===== src/rtl/instr_fetch_unit_pkg.sv =====
// Shared types and constants for the instruction fetch stage.
package fetch_pkg;

    typedef enum logic [1:0] {
        BOOT,
        RUN,
        HALTED
    } fetch_state_t;

    localparam int unsigned FETCH_RESET_PC = 0;

endpackage


===== src/rtl/instr_fetch_unit_if.sv =====
// Fetch <-> decode/ROM signal bundle. Optional FETCH_PERF_CNT_EN adds fetch_count.
interface instr_fetch_unit_if #(
    parameter int data_length = 32,
    parameter int mem_length  = 32
);
    localparam int ADDR_W = $clog2(mem_length);

    logic                   stall;
    logic                   branch_valid;
    logic [ADDR_W-1:0]      branch_target;
    logic                   halt;
    logic [ADDR_W-1:0]      rom_address;
    logic [data_length-1:0] rom_data;
    logic [data_length-1:0] instr;
    logic [ADDR_W-1:0]      instr_pc;
    logic                   instr_valid;
`ifdef FETCH_PERF_CNT_EN
    logic [31:0]            fetch_count;

    modport master (
        input  stall, branch_valid, branch_target, halt, rom_data,
        output rom_address, instr, instr_pc, instr_valid, fetch_count
    );

    modport slave (
        output stall, branch_valid, branch_target, halt, rom_data,
        input  rom_address, instr, instr_pc, instr_valid, fetch_count
    );
`else
    modport master (
        input  stall, branch_valid, branch_target, halt, rom_data,
        output rom_address, instr, instr_pc, instr_valid
    );

    modport slave (
        output stall, branch_valid, branch_target, halt, rom_data,
        input  rom_address, instr, instr_pc, instr_valid
    );
`endif

endinterface


===== src/rtl/instr_fetch_unit.sv =====
// Fetch stage: owns the PC, drives the 1-cycle ROM, realigns data with its address.
// Optional FETCH_PERF_CNT_EN adds a saturating delivered-instruction counter.
module instr_fetch_unit
    import fetch_pkg::*;
#(
    parameter int data_length = 32,
    parameter int mem_length  = 32
) (
    input  logic                 clk,
    input  logic                 rst_n,
    instr_fetch_unit_if.master   bus
);

    localparam int ADDR_W = $clog2(mem_length);

    fetch_state_t           r_state_q, w_state_d;
    logic [ADDR_W-1:0]      r_pc_q, w_pc_d;
    logic [ADDR_W-1:0]      r_inflight_pc_q, w_inflight_pc_d;
    logic                   r_inflight_valid_q, w_inflight_valid_d;
    logic [data_length-1:0] r_instr, w_instr_d;
    logic [ADDR_W-1:0]      r_instr_pc, w_instr_pc_d;
    logic                   r_instr_valid, w_instr_valid_d;
    logic [ADDR_W-1:0]      w_rom_address;

    // Replaying the in-flight address on stall keeps rom_data aligned with it.
    always_comb begin
        w_rom_address = r_pc_q;
        if (!rst_n)                   w_rom_address = '0;
        else if (r_state_q == HALTED) w_rom_address = r_inflight_pc_q;
        else if (bus.branch_valid)    w_rom_address = bus.branch_target;
        else if (bus.stall)           w_rom_address = r_inflight_pc_q;
    end

    always_comb begin
        w_state_d          = r_state_q;
        w_pc_d             = r_pc_q;
        w_inflight_pc_d    = r_inflight_pc_q;
        w_inflight_valid_d = r_inflight_valid_q;
        w_instr_d          = r_instr;
        w_instr_pc_d       = r_instr_pc;
        w_instr_valid_d    = r_instr_valid;

        if (r_state_q != HALTED) begin
            if (bus.halt) begin
                w_state_d          = HALTED;
                w_instr_valid_d    = 1'b0;
                w_inflight_valid_d = 1'b0;
            end else if (bus.branch_valid) begin
                w_state_d          = RUN;
                w_instr_valid_d    = 1'b0;
                w_inflight_pc_d    = bus.branch_target;
                w_inflight_valid_d = 1'b1;
                w_pc_d             = bus.branch_target + ADDR_W'(1);
            end else if (!bus.stall) begin
                if (r_state_q == BOOT) begin
                    w_state_d          = RUN;
                    w_inflight_pc_d    = ADDR_W'(FETCH_RESET_PC);
                    w_inflight_valid_d = 1'b1;
                    w_pc_d             = ADDR_W'(FETCH_RESET_PC + 1);
                end else begin
                    w_instr_d          = bus.rom_data;
                    w_instr_pc_d       = r_inflight_pc_q;
                    w_instr_valid_d    = r_inflight_valid_q;
                    w_inflight_pc_d    = r_pc_q;
                    w_inflight_valid_d = 1'b1;
                    w_pc_d             = r_pc_q + ADDR_W'(1);
                end
            end
        end
    end

    always_ff @(posedge clk or negedge rst_n) begin
        if (!rst_n) begin
            r_state_q          <= BOOT;
            r_pc_q             <= ADDR_W'(FETCH_RESET_PC);
            r_inflight_pc_q    <= '0;
            r_inflight_valid_q <= 1'b0;
            r_instr            <= '0;
            r_instr_pc         <= '0;
            r_instr_valid      <= 1'b0;
        end else begin
            r_state_q          <= w_state_d;
            r_pc_q             <= w_pc_d;
            r_inflight_pc_q    <= w_inflight_pc_d;
            r_inflight_valid_q <= w_inflight_valid_d;
            r_instr            <= w_instr_d;
            r_instr_pc         <= w_instr_pc_d;
            r_instr_valid      <= w_instr_valid_d;
        end
    end

    assign bus.rom_address = w_rom_address;
    assign bus.instr       = r_instr;
    assign bus.instr_pc    = r_instr_pc;
    assign bus.instr_valid = r_instr_valid;

`ifdef FETCH_PERF_CNT_EN
    logic [31:0] r_fetch_count;

    // Counts instructions actually accepted by decode; sticks at all-ones.
    always_ff @(posedge clk or negedge rst_n) begin
        if (!rst_n) begin
            r_fetch_count <= '0;
        end else if (r_instr_valid && !bus.stall && (r_fetch_count != '1)) begin
            r_fetch_count <= r_fetch_count + 32'd1;
        end
    end

    assign bus.fetch_count = r_fetch_count;
`endif

endmodule

===== src/flat_wrapper.sv =====
// flat-port wrapper written by rule: the top's interface ports become plain ports
module instr_fetch_unit_flat import fetch_pkg::*;
#(
    parameter int data_length = 32,
    parameter int mem_length  = 32
)
  (clk, rst_n, bus_stall, bus_branch_valid, bus_branch_target, bus_halt, bus_rom_data, bus_rom_address, bus_instr, bus_instr_pc, bus_instr_valid);
  instr_fetch_unit_if #(.data_length(data_length), .mem_length(mem_length)) bus_i ();
  input  logic clk;
  input  logic rst_n;
  input wire logic [$bits(bus_i.stall)-1:0] bus_stall;
  input wire logic [$bits(bus_i.branch_valid)-1:0] bus_branch_valid;
  input wire logic [$bits(bus_i.branch_target)-1:0] bus_branch_target;
  input wire logic [$bits(bus_i.halt)-1:0] bus_halt;
  input wire logic [$bits(bus_i.rom_data)-1:0] bus_rom_data;
  output wire logic [$bits(bus_i.rom_address)-1:0] bus_rom_address;
  output wire logic [$bits(bus_i.instr)-1:0] bus_instr;
  output wire logic [$bits(bus_i.instr_pc)-1:0] bus_instr_pc;
  output wire logic [$bits(bus_i.instr_valid)-1:0] bus_instr_valid;
  assign bus_i.stall = bus_stall;
  assign bus_i.branch_valid = bus_branch_valid;
  assign bus_i.branch_target = bus_branch_target;
  assign bus_i.halt = bus_halt;
  assign bus_i.rom_data = bus_rom_data;
  assign bus_rom_address = bus_i.rom_address;
  assign bus_instr = bus_i.instr;
  assign bus_instr_pc = bus_i.instr_pc;
  assign bus_instr_valid = bus_i.instr_valid;
  instr_fetch_unit #(.data_length(data_length), .mem_length(mem_length)) u_core (.clk(clk), .rst_n(rst_n), .bus(bus_i));
endmodule

===== config.mk =====
export PLATFORM = sky130hd
export DESIGN_NAME = instr_fetch_unit_flat
export DESIGN_NICKNAME = d
export VERILOG_FILES = /design/src/rtl/instr_fetch_unit_pkg.sv /design/src/rtl/instr_fetch_unit_if.sv /design/src/rtl/instr_fetch_unit.sv /design/src/flat_wrapper.sv
export SDC_FILE = /design/constraint.sdc
export NUM_CORES = 1
export LEC_CHECK = 0
export BUFFER_PORTS_ARGS = -buffer_cell sky130_fd_sc_hd__buf_2
export CAP_MARGIN = 20
export CORE_AREA = 3 3 76 78
export CTS_CLUSTER_SIZE = 20
export DETAILED_ROUTE_END_ITERATION = 6
export DIE_AREA = 0 0 79 81
export PLACE_DENSITY_LB_ADDON = 0.1
export SLEW_MARGIN = 25
export SYNTH_ARGS = -nofsm -noshare
export SYNTH_HDL_FRONTEND = slang
export SYNTH_SLANG_ARGS = --single-unit
export TNS_END_PERCENT = 10

===== constraint.sdc =====
create_clock -name clk -period 3 [get_ports clk]
set_input_delay 0.3 -clock clk [delete_from_list [all_inputs] [get_ports clk]]
set_output_delay 0.3 -clock clk [all_outputs]
set_load 0.005 [all_outputs]

# After elaboration in Yosys (flattened, before gate mapping)
# Cells that the tools add are included.
op_classes:
  add_sub_neg: 2
  eq_ne: 5
  muxes: 21
  bitwise_logic: 4
  reduce_logical: 7
op_table:
  columns: ["operator", "n"]
  rows:
  - ["5-bit 2-to-1 mux", 10]
  - ["5-bit by 1-bit adder with 5-bit output (second input constant)", 2]
  - ["3-bit AND reduction", 3]
  - ["2-bit 2-to-1 mux", 4]
  - ["1-bit 2-to-1 mux", 7]
  - ["5-bit AND reduction", 1]
  - ["1-bit NOT", 4]
  - ["3-bit by 1-bit inequality test with 1-bit output (second input constant)", 1]
  - ["3-bit inequality test (second input constant)", 1]
  - ["3-bit nonzero test", 1]
  - ["2-bit == test (second input constant)", 1]
  - ["2-bit zero test", 1]
  - ["2-bit by 1-bit inequality test with 1-bit output (second input constant)", 1]
  - ["2-bit inequality test (second input constant)", 1]
  - ["2-bit AND reduction", 1]
totals:
  reg_bits: 51
  out_inout_bits: 43
  wordCells: 46

# Longest topological paths before layout
# Gate-level depths: netlist of the first run.
logic_depth:
  depth_word: 5
  depth_mapped: 6

# Worst setup path after synthesis of the first run
# OpenSTA, ideal clock, no wires.
synth_path:
  kind: "register to register"
  start: "reg u_core.r_state_q[0]"
  end: "reg u_core.r_instr[10], in the netlist u_core.bus.instr[10]"
  t_arrival_ns: 1.287
  setup_slack_ns: 1.588
  stages_incl_launch_ff: 6
  path_buffers: 3
  synth_period_minus_slack_ns: 1.412
  path_cell_list: "dfrtp_1 > buf_6 > nor4b_2 > buf_4 > buf_6 > mux2_2"
synth_between:
  elab_chain_len: 3
  elab_cells_between_ends: 4
synth_lines:
  columns: ["item", "line", "text"]
  rows:
  - ["start: declaration", "instr_fetch_unit.sv:16", "fetch_state_t r_state_q, w_state_d;"]
  - ["start signal: assignment", "instr_fetch_unit.sv:82", "r_state_q <= w_state_d;"]
  - ["2-bit zero test", "instr_fetch_unit.sv:55", "if (r_state_q == BOOT) begin"]
  - ["1-bit NOT (no line)", null, null]
  - ["5-bit AND reduction (no line) *", null, null]
  - ["end signal: assignment", "instr_fetch_unit.sv:86", "r_instr <= w_instr_d;"]
  - ["end: declaration", "instr_fetch_unit.sv:20", "logic [data_length-1:0] r_instr, w_instr_d;"]
# Mark *: on every way between the ends. The rest lies on a longest branch, timed or not.
# A chain may end at the register's enable or synchronous reset.

# Final worst setup path of the first run
layout_path:
  start: "reg u_core.r_state_q[0]"
  end: "out bus_rom_address[4]"
layout_between:
  elab_chain_len: 3
layout_lines:
  columns: ["item", "line", "text"]
  rows:
  - ["2-bit == test", "instr_fetch_unit.sv:29", "else if (r_state_q == HALTED) w_rom_address = r_inflight_pc_q;"]
  - ["5-bit 2-to-1 mux", "instr_fetch_unit.sv:29", null]
  - ["5-bit 2-to-1 mux", "instr_fetch_unit.sv:28", "if (!rst_n) w_rom_address = '0;"]
  - ["end: declaration", "flat_wrapper.sv:16", "output wire logic [$bits(bus_i.rom_address)-1:0] bus_rom_address;"]
# No other way between the ends.

==> summary.md, run 1 <==
| Metric | Value |
|---|---|
| Status | finished clean |
| Vias per cell | 4.90 |
| Reg power frac | 0.519 |
| Syn_nets | 222 |
| Avg Inst Size Synth | 13.0 µm² |
| Sequential share of the synthesized area | 0.550 |
| Clk_skew | 0.0102 ns |
| CTS tree | yes |
| GP Congestion | 0.821 |
| Sw Share | 0.266 |
| Syn Inst Count | 178 |
| RSZ-0062 raised after global routing | false |
| Area growth syn-to-layout | 24.8% |
| Wire length on met1 | 2210 µm |
| Clk buf depth | 2 |
| Gate power share | 0.183 |
| Dominant cells by area after synthesis | dfrtp_1 (55%), mux2_2 (18%), nor2_1 (2.6%), buf_6 (2.4%), a221oi_2 (1.9%) |
| Top-count cell post-synth | dfrtp_1 |
| Multiplexer share of the synthesized area | 0.180 |
| Clk sinks | 51 |
| First-pass GRT wire length | 7420 µm |
| Setup Buffers After CTS | 0 |
| Synth top cells by count | dfrtp_1 (51), mux2_2 (37), nor2_1 (16) |
| CP Launch Type | flop |
| CTS buffer count | 5 |
| Lkg Pwr | 1.53 nW |
| Critical-path top delay cell | dfrtp_1 |
| Fmax | 476 MHz |
| FFs w/ async S/R, synth | 1.00 |
| DRT antenna net count | 0 |
| CP Capture Type | output pin |
| Hold WS | 0.222 ns |
| Htree depth | 2 |
| HPWL Detailed | 3400 µm |
| Slew headroom | 0.421 |
| Initial core utilization | 0.452 |
| Adder-Cell Fraction of Synth Area | 0.0108 |
| Die extent in y | 81 µm |
| Compound-Gate Fraction of Synth Area | 0.113 |
| Site Rows | 26 |
| Die area | 6400 µm² |
| Xor/xnor cell area share of the yosys netlist | 0.0113 |
| Final Hold Fails | 0 |
| Crit path kind | reg2out |
| 1st-iter DRT viols | 58 |
| Clock power share | 0.298 |
| Crit path from | u_core.r_state_q[0]$_DFFE_PN0P_ |
| Least-Margin Pin Slew | 0.862 ns |
| Pwr Density | 581 nW/µm² |
| Critical path's top delay family | flip-flops |
| Die W | 79 µm |
| Post-layout nets | 307 |
| Pin count of the biggest net entering global routing | 38 |
| Diode count | 0 |
| Core Region | 5140 µm² |
| Primary FF master, synth | dfrtp_1 |
| DRC Markers | 0 |
| Vias | 1638 |
| Synth Area in Simple Gates | 0.0916 |
| GRT overflow | 0 |
| P_int | 0.00124 W |
| WL per Instance | 13.8 µm |
| Vias in the first global route | 1584 |
| Critical Path Max Stage Delay | 0.54 ns |
| WP data arrival | 1.80 ns |
| Wire length on met3 | 318 µm |
| #FFs+latches synth | 51 |
| CP Max Fanout | 9 |
| Hold Path Class | in2reg |
| Max IR drop VDD | 301 µV |
| Setup-failing EPs final | 0 |
| Setup TNS | 0 ns |
| Skew-Pair Late Insertion Delay | 0.30 ns |
| Highest Signal Layer | met4 |
| Crit path required time | 2.70 ns |
| Minimum clock period | 2.10 ns |
| Count of cell types in the netlist | 36 |
| I/O pin count | 85 |
| Initial DRT Pass Iterations | 4 |
| Slew Viols, Final | 0 |
| Fill cells | 482 |
| Number of synthesized flops with an enable pin | 0 |
| GR Util All Layers | 0.147 |
| Root Buffer | clkbuf_8 |
| Reg area | 1280 µm² |
| DR WL met2 | 2030 µm |
| Main combinational cell family by area after synthesis | multiplexers |
| Worst path bufs/invs | 1 |
| Sw power | 0.000447 W |
| Worst-path clk slew | 0.09 ns |
| Mapped Area | 2320 µm² |
| Port Buffers | 84 |
| Antenna violations before repair | 0 |
| Final wirelength | 4610 µm |
| Reg2reg start | u_core.r_state_q[0]$_DFFE_PN0P_ |
| Final period util | 0.701 |
| Worst hold start | bus_rom_data[26] |
| CP Cell Sequence | nand2b_1 -> o21ai_2 -> a22oi_1 -> nor2b_1 -> buf_2 |
| Largest area contributor in the netlist | dfrtp_1 |
| Layout cells sized above 1 | 0.534 |
| Yosys top cell area share | 0.550 |
| Final Util | 0.564 |
| Area of the multi-input gates | 951 µm² |
| Synth warn | 0 |
| Number of max-cap violations | 0 |
final cells by class:
| type | count | share of cell area |
|---|---|---|
| clock buffers | 6 | 0.0285 |
| multi-input cells | 114 | 0.328 |
| flip-flops and latches | 51 | 0.441 |
| inverters | 4 | 0.00518 |
| clock inverters | 2 | 0.0134 |
| well taps | 70 | 0.0302 |
| repair buffers | 87 | 0.154 |
repair_timing:
action                                 CTS  global route
gates resized for setup                  0             0
hold buffers                             1             0
endpoints found under the hold margin   20             0
power by group through the flow:
stage | Combinational [W] | Clock [W] | Sequential, W
finish | 0.000307 | 0.000502 | 0.000874
global route | 0.000348 | 0.000552 | 0.000891
CTS | 0.000314 | 0.000515 | 0.000876
detailed placement | 0.000313 | 0 | 0.000889
global placement | 0.000311 | 0 | 0.000888
floorplan | 0.000168 | 0 | 0.000877
path summary, 6_finish.rpt:
| path | end | slack [ns] | cells after the start |
|---|---|---|---|
| max | bus_rom_address[4] | 0.90 | 5 |
| min | u_core.bus.instr[26]$_DFFE_PN0P_ | 0.22 | 2 |
| max reg2reg | u_core.bus.instr[5]$_DFFE_PN0P_ | 1.26 | 3 |
| min reg2reg | u_core.bus.instr[23]$_DFFE_PN0P_ | 0.50 | 1 |
| max in group asynchronous | u_core.r_state_q[0]$_DFFE_PN0P_ | 1.69 | 3 |
| min in group asynchronous | u_core.bus.instr[10]$_DFFE_PN0P_ | 0.52 | 2 |
layout by cell type, fill, tap and decap left out, types with 2 or more instances in the layout:
master and instances:
inv_1 4, buf_4 2, nor2_1 16, a21oi_1 7, mux2_2 37, clkbuf_8 6, nand2_1 3, dfrtp_1 51
nor3_1 3, ha_1 2, o22ai_1 2, a221oi_2 3, a221oi_1 2, nand3_1 4, xnor2_1 2, buf_2 84
nand2b_1 2, nor2b_1 5, a22oi_1 6, a22o_1 5
state kept, by name, indices dropped and copies added, names as in the netlist:
register and count:
u_core.bus.instr 32, u_core.bus.instr_pc 5, u_core.r_inflight_pc_q 5, u_core.r_pc_q 5
u_core.r_state_q 2, u_core.bus.instr_valid 1, u_core.r_inflight_valid_q 1
kinds of logic after synthesis:
family / count (synthesis)
adders and majority gates: 2
and+or+nand+nor: 39
muxes: 37
buffers and inverters: 13
xor gates and xnor gates: 3
AOI/OAI and AO/OA: 33
DFF: 51
worst reg2reg max path, cell delays in order (launching register included):
cell,delay (ns)
dfrtp_1,0.54
nor4b_4,0.25
buf_4,0.42
mux2_2,0.43
metrics by stage:
| step | power (W) | cell area [µm²] | worst slack [ns] | cells |
|---|---|---|---|---|
| 6_report | 0.00168 | 2900 | 0.898 | 334 |
| 5_1_grt | 0.00179 | 2900 | 0.728 | 334 |
| 4_1_cts | 0.00171 | 2900 | 0.885 | 334 |
| 3_5_place_dp | 0.00120 | 2770 | 1.16 | 325 |
| 3_3_place_gp | 0.00120 | 2770 | 1.18 | 325 |
| 2_1_floorplan | 0.00105 | 2320 | 1.59 | 178 |
routing by layer:
metal | vias to the layer above | GRT usage
met2 | 54 | 0.231
met1 | 767 | 0.204
met4 | 0 | 0.0412
li1 | 812 | -
met5 | - | 0
met3 | 5 | 0.0377
(Power assumes the default switching activity.)
==> run 2, diff against run 1 <==
Clock period 3 ns to 1.95 ns, I/O delays scaled along.
==> summary.md, run 2 (synthesis results as in run 1) <==
| Metric | Value |
|---|---|
| Root Buffer | clkbuf_8 (unchanged) |
| Area growth syn-to-layout | 25.6% (was 24.8%) |
| CP Cell Sequence | nand2b_1 -> buf_4 -> a22oi_1 -> nor2b_1 -> buf_2 (was nand2b_1 -> o21ai_2 -> a22oi_1 -> nor2b_1 -> buf_2) |
| Site Rows | 26 (unchanged) |
| Area of the multi-input gates | 951 µm² (unchanged) |
| GR Util All Layers | 0.156 (was 0.147) |
| Port Buffers | 84 (unchanged) |
| Layout cells sized above 1 | 0.540 (was 0.534) |
| Pre-CTS setup slack | 0.300 ns (was 1.16 ns) |
| 1st-iter DRT viols | 45 (was 58) |
| Cts hold-fix bufs | 0 (was 1) |
| Wire length on met1 | 2150 µm (was 2210 µm) |
| Pin count of the biggest net entering global routing | 52 (was 38) |
| Initial DRT Pass Iterations | 4 (unchanged) |
| GRT overflow | 0 (unchanged) |
| DR WL met2 | 2210 µm (was 2030 µm) |
| Die W | 79 µm (unchanged) |
| Final Hold Fails | 0 (unchanged) |
| Die extent in y | 81 µm (unchanged) |
| CP Launch Type | flop (unchanged) |
| Fill cells | 462 (was 482) |
| RSZ-0062 raised after global routing | false (unchanged) |
| Clk sinks | 51 (unchanged) |
| Slew headroom | 0.580 (was 0.421) |
| DRC Markers | 0 (unchanged) |
| Slew Viols, Final | 0 (unchanged) |
| Most common cell after layout, fill and taps aside | buf_2 (unchanged) |
| Crit path required time | 1.75 ns (was 2.70 ns) |
| Initial core utilization | 0.452 (unchanged) |
| CTS buffer count | 5 (unchanged) |
| Setup WS post-layout | 0.176 ns (was 0.898 ns) |
| Wire length on met3 | 333 µm (was 318 µm) |
| Area after DPL | 2790 µm² (was 2770 µm²) |
| Fmax | 564 MHz |
| Least-Margin Pin Slew | 0.630 ns (was 0.862 ns) |
| Reg2reg start | u_core.r_state_q[0]$_DFFE_PN0P_ (unchanged) |
| Critical-path top delay cell | dfrtp_1 (unchanged) |
| Cell area after layout | 2910 µm² (was 2900 µm²) |
| Number of max-cap violations | 0 (unchanged) |
| DRT antenna net count | 0 (unchanged) |
| Final period util | 0.910 |
| Core Region | 5140 µm² (unchanged) |
| Post-layout nets | 308 (was 307) |
| Hold Path Class | in2async (was in2reg) |
| HPWL Detailed | 3450 µm (was 3400 µm) |
| Status | finished clean (unchanged) |
| PostCTS Resize Cnt | 0 (unchanged) |
| Setup-failing EPs final | 0 (unchanged) |
| Crit path from | u_core.r_state_q[0]$_DFFE_PN0P_ (unchanged) |
| Vias | 1696 (was 1638) |
| Vias per cell | 5.06 (was 4.90) |
| Lkg Pwr | 1.54 nW (was 1.53 nW) |
| Htree depth | 2 (unchanged) |
| Max IR drop VDD | 473 µV (was 301 µV) |
| Antenna violations before repair | 0 (unchanged) |
| Setup Buffers After CTS | 0 (unchanged) |
| Final wirelength | 4740 µm (was 4610 µm) |
| Hold WS | 0.0992 ns (was 0.222 ns) |
| Diode count | 0 (unchanged) |
| WP data arrival | 1.58 ns (was 1.80 ns) |
| Critical Path Max Stage Delay | 0.50 ns (was 0.54 ns) |
| Reg area | 1280 µm² (unchanged) |
| WL per Instance | 14.1 µm (was 13.8 µm) |
| Crit path kind | reg2out (unchanged) |
| Worst-path clk slew | 0.10 ns (was 0.09 ns) |
| CTS tree | yes (unchanged) |
| Vias in the first global route | 1641 (was 1584) |
| Minimum clock period | 1.77 ns |
| I/O pin count | 85 (unchanged) |
| Clk buf depth | 2 (unchanged) |
| Die area | 6400 µm² (unchanged) |
| Setup TNS | 0 ns (unchanged) |
| CP Capture Type | output pin (unchanged) |
| CP Max Fanout | 9 (unchanged) |
| GP Congestion | 0.846 (was 0.821) |
| Skew-Pair Late Insertion Delay | 0.30 ns (about the same) |
| Pwr Density | 891 nW/µm² (was 581 nW/µm²) |
| First-pass GRT wire length | 7740 µm (was 7420 µm) |
| Commonest non-fill, non-tap cells in the layout | buf_2 (84), dfrtp_1 (51), mux2_2 (37), nor2_1 (16), a21oi_1 (7) (unchanged) |
| Highest Signal Layer | met4 (unchanged) |
| Largest register FFs | 32 (unchanged) |
| Clk_skew | 0.00711 ns (was 0.0102 ns) |
## run 2: critical path, delay by kind of cell, from the launching register on
family                 cells  cell delay (ns)
DFF                        1             0.50
buffers and inverters      2             0.30
and+or+nand+nor            2             0.29
AOI/OAI and AO/OA          1             0.18
## run 2: path summary, 6_finish.rpt
| check | end | slack (ns) | depth (start not counted) |
|---|---|---|---|
| min in group clk | u_core.bus.instr[27]$_DFFE_PN0P_ | 0.12 | 2 |
| max in group asynchronous | u_core.bus.instr[18]$_DFFE_PN0P_ | 1.43 | 2 |
| worst max register to register | u_core.bus.instr[8]$_DFFE_PN0P_ | 0.36 | 3 |
| worst min register to register | u_core.bus.instr[16]$_DFFE_PN0P_ | 0.51 | 1 |
| worst max-delay path | bus_rom_address[1] | 0.18 | 5 |
| worst min-delay path | u_core.bus.instr[22]$_DFFE_PN0P_ | 0.1 | 2 |
## run 2: final cells by class
cell class                      instances  area share
Inverter                                4     0.00515
Sequential cell                        51       0.438
Clock inverter                          2      0.0133
Tap cell                               70      0.0301
Multi-Input combinational cell        114       0.326
Clock buffer                            6      0.0283
Timing Repair Buffer                   88       0.159
## run 2: layer usage
layer / global-route usage / vias up
li1: - / 814
met1: 0.194 / 814
met4: 0.0550 / 0
met2: 0.265 / 64
met5: 0 / -
met3: 0.0377 / 4
## run 2: power by group
part	leakage, nW	switching, W	internal [W]
registers	0.666	0.000124	0.00122
clock network	0.0618	0.000358	0.000423
logic	0.808	0.000213	0.000257
total	1.54	0.000695	0.00190
## run 2: through the flow
stage / utilization / total power [W] / cells
3_3_place_gp: 0.543 / 0.00184 / 327
5_1_grt: 0.567 / 0.00277 / 335
6_report: 0.567 / 0.00260 / 335
2_1_floorplan: - / 0.00161 / 178
3_5_place_dp: 0.543 / 0.00185 / 327
4_1_cts: 0.567 / 0.00264 / 335
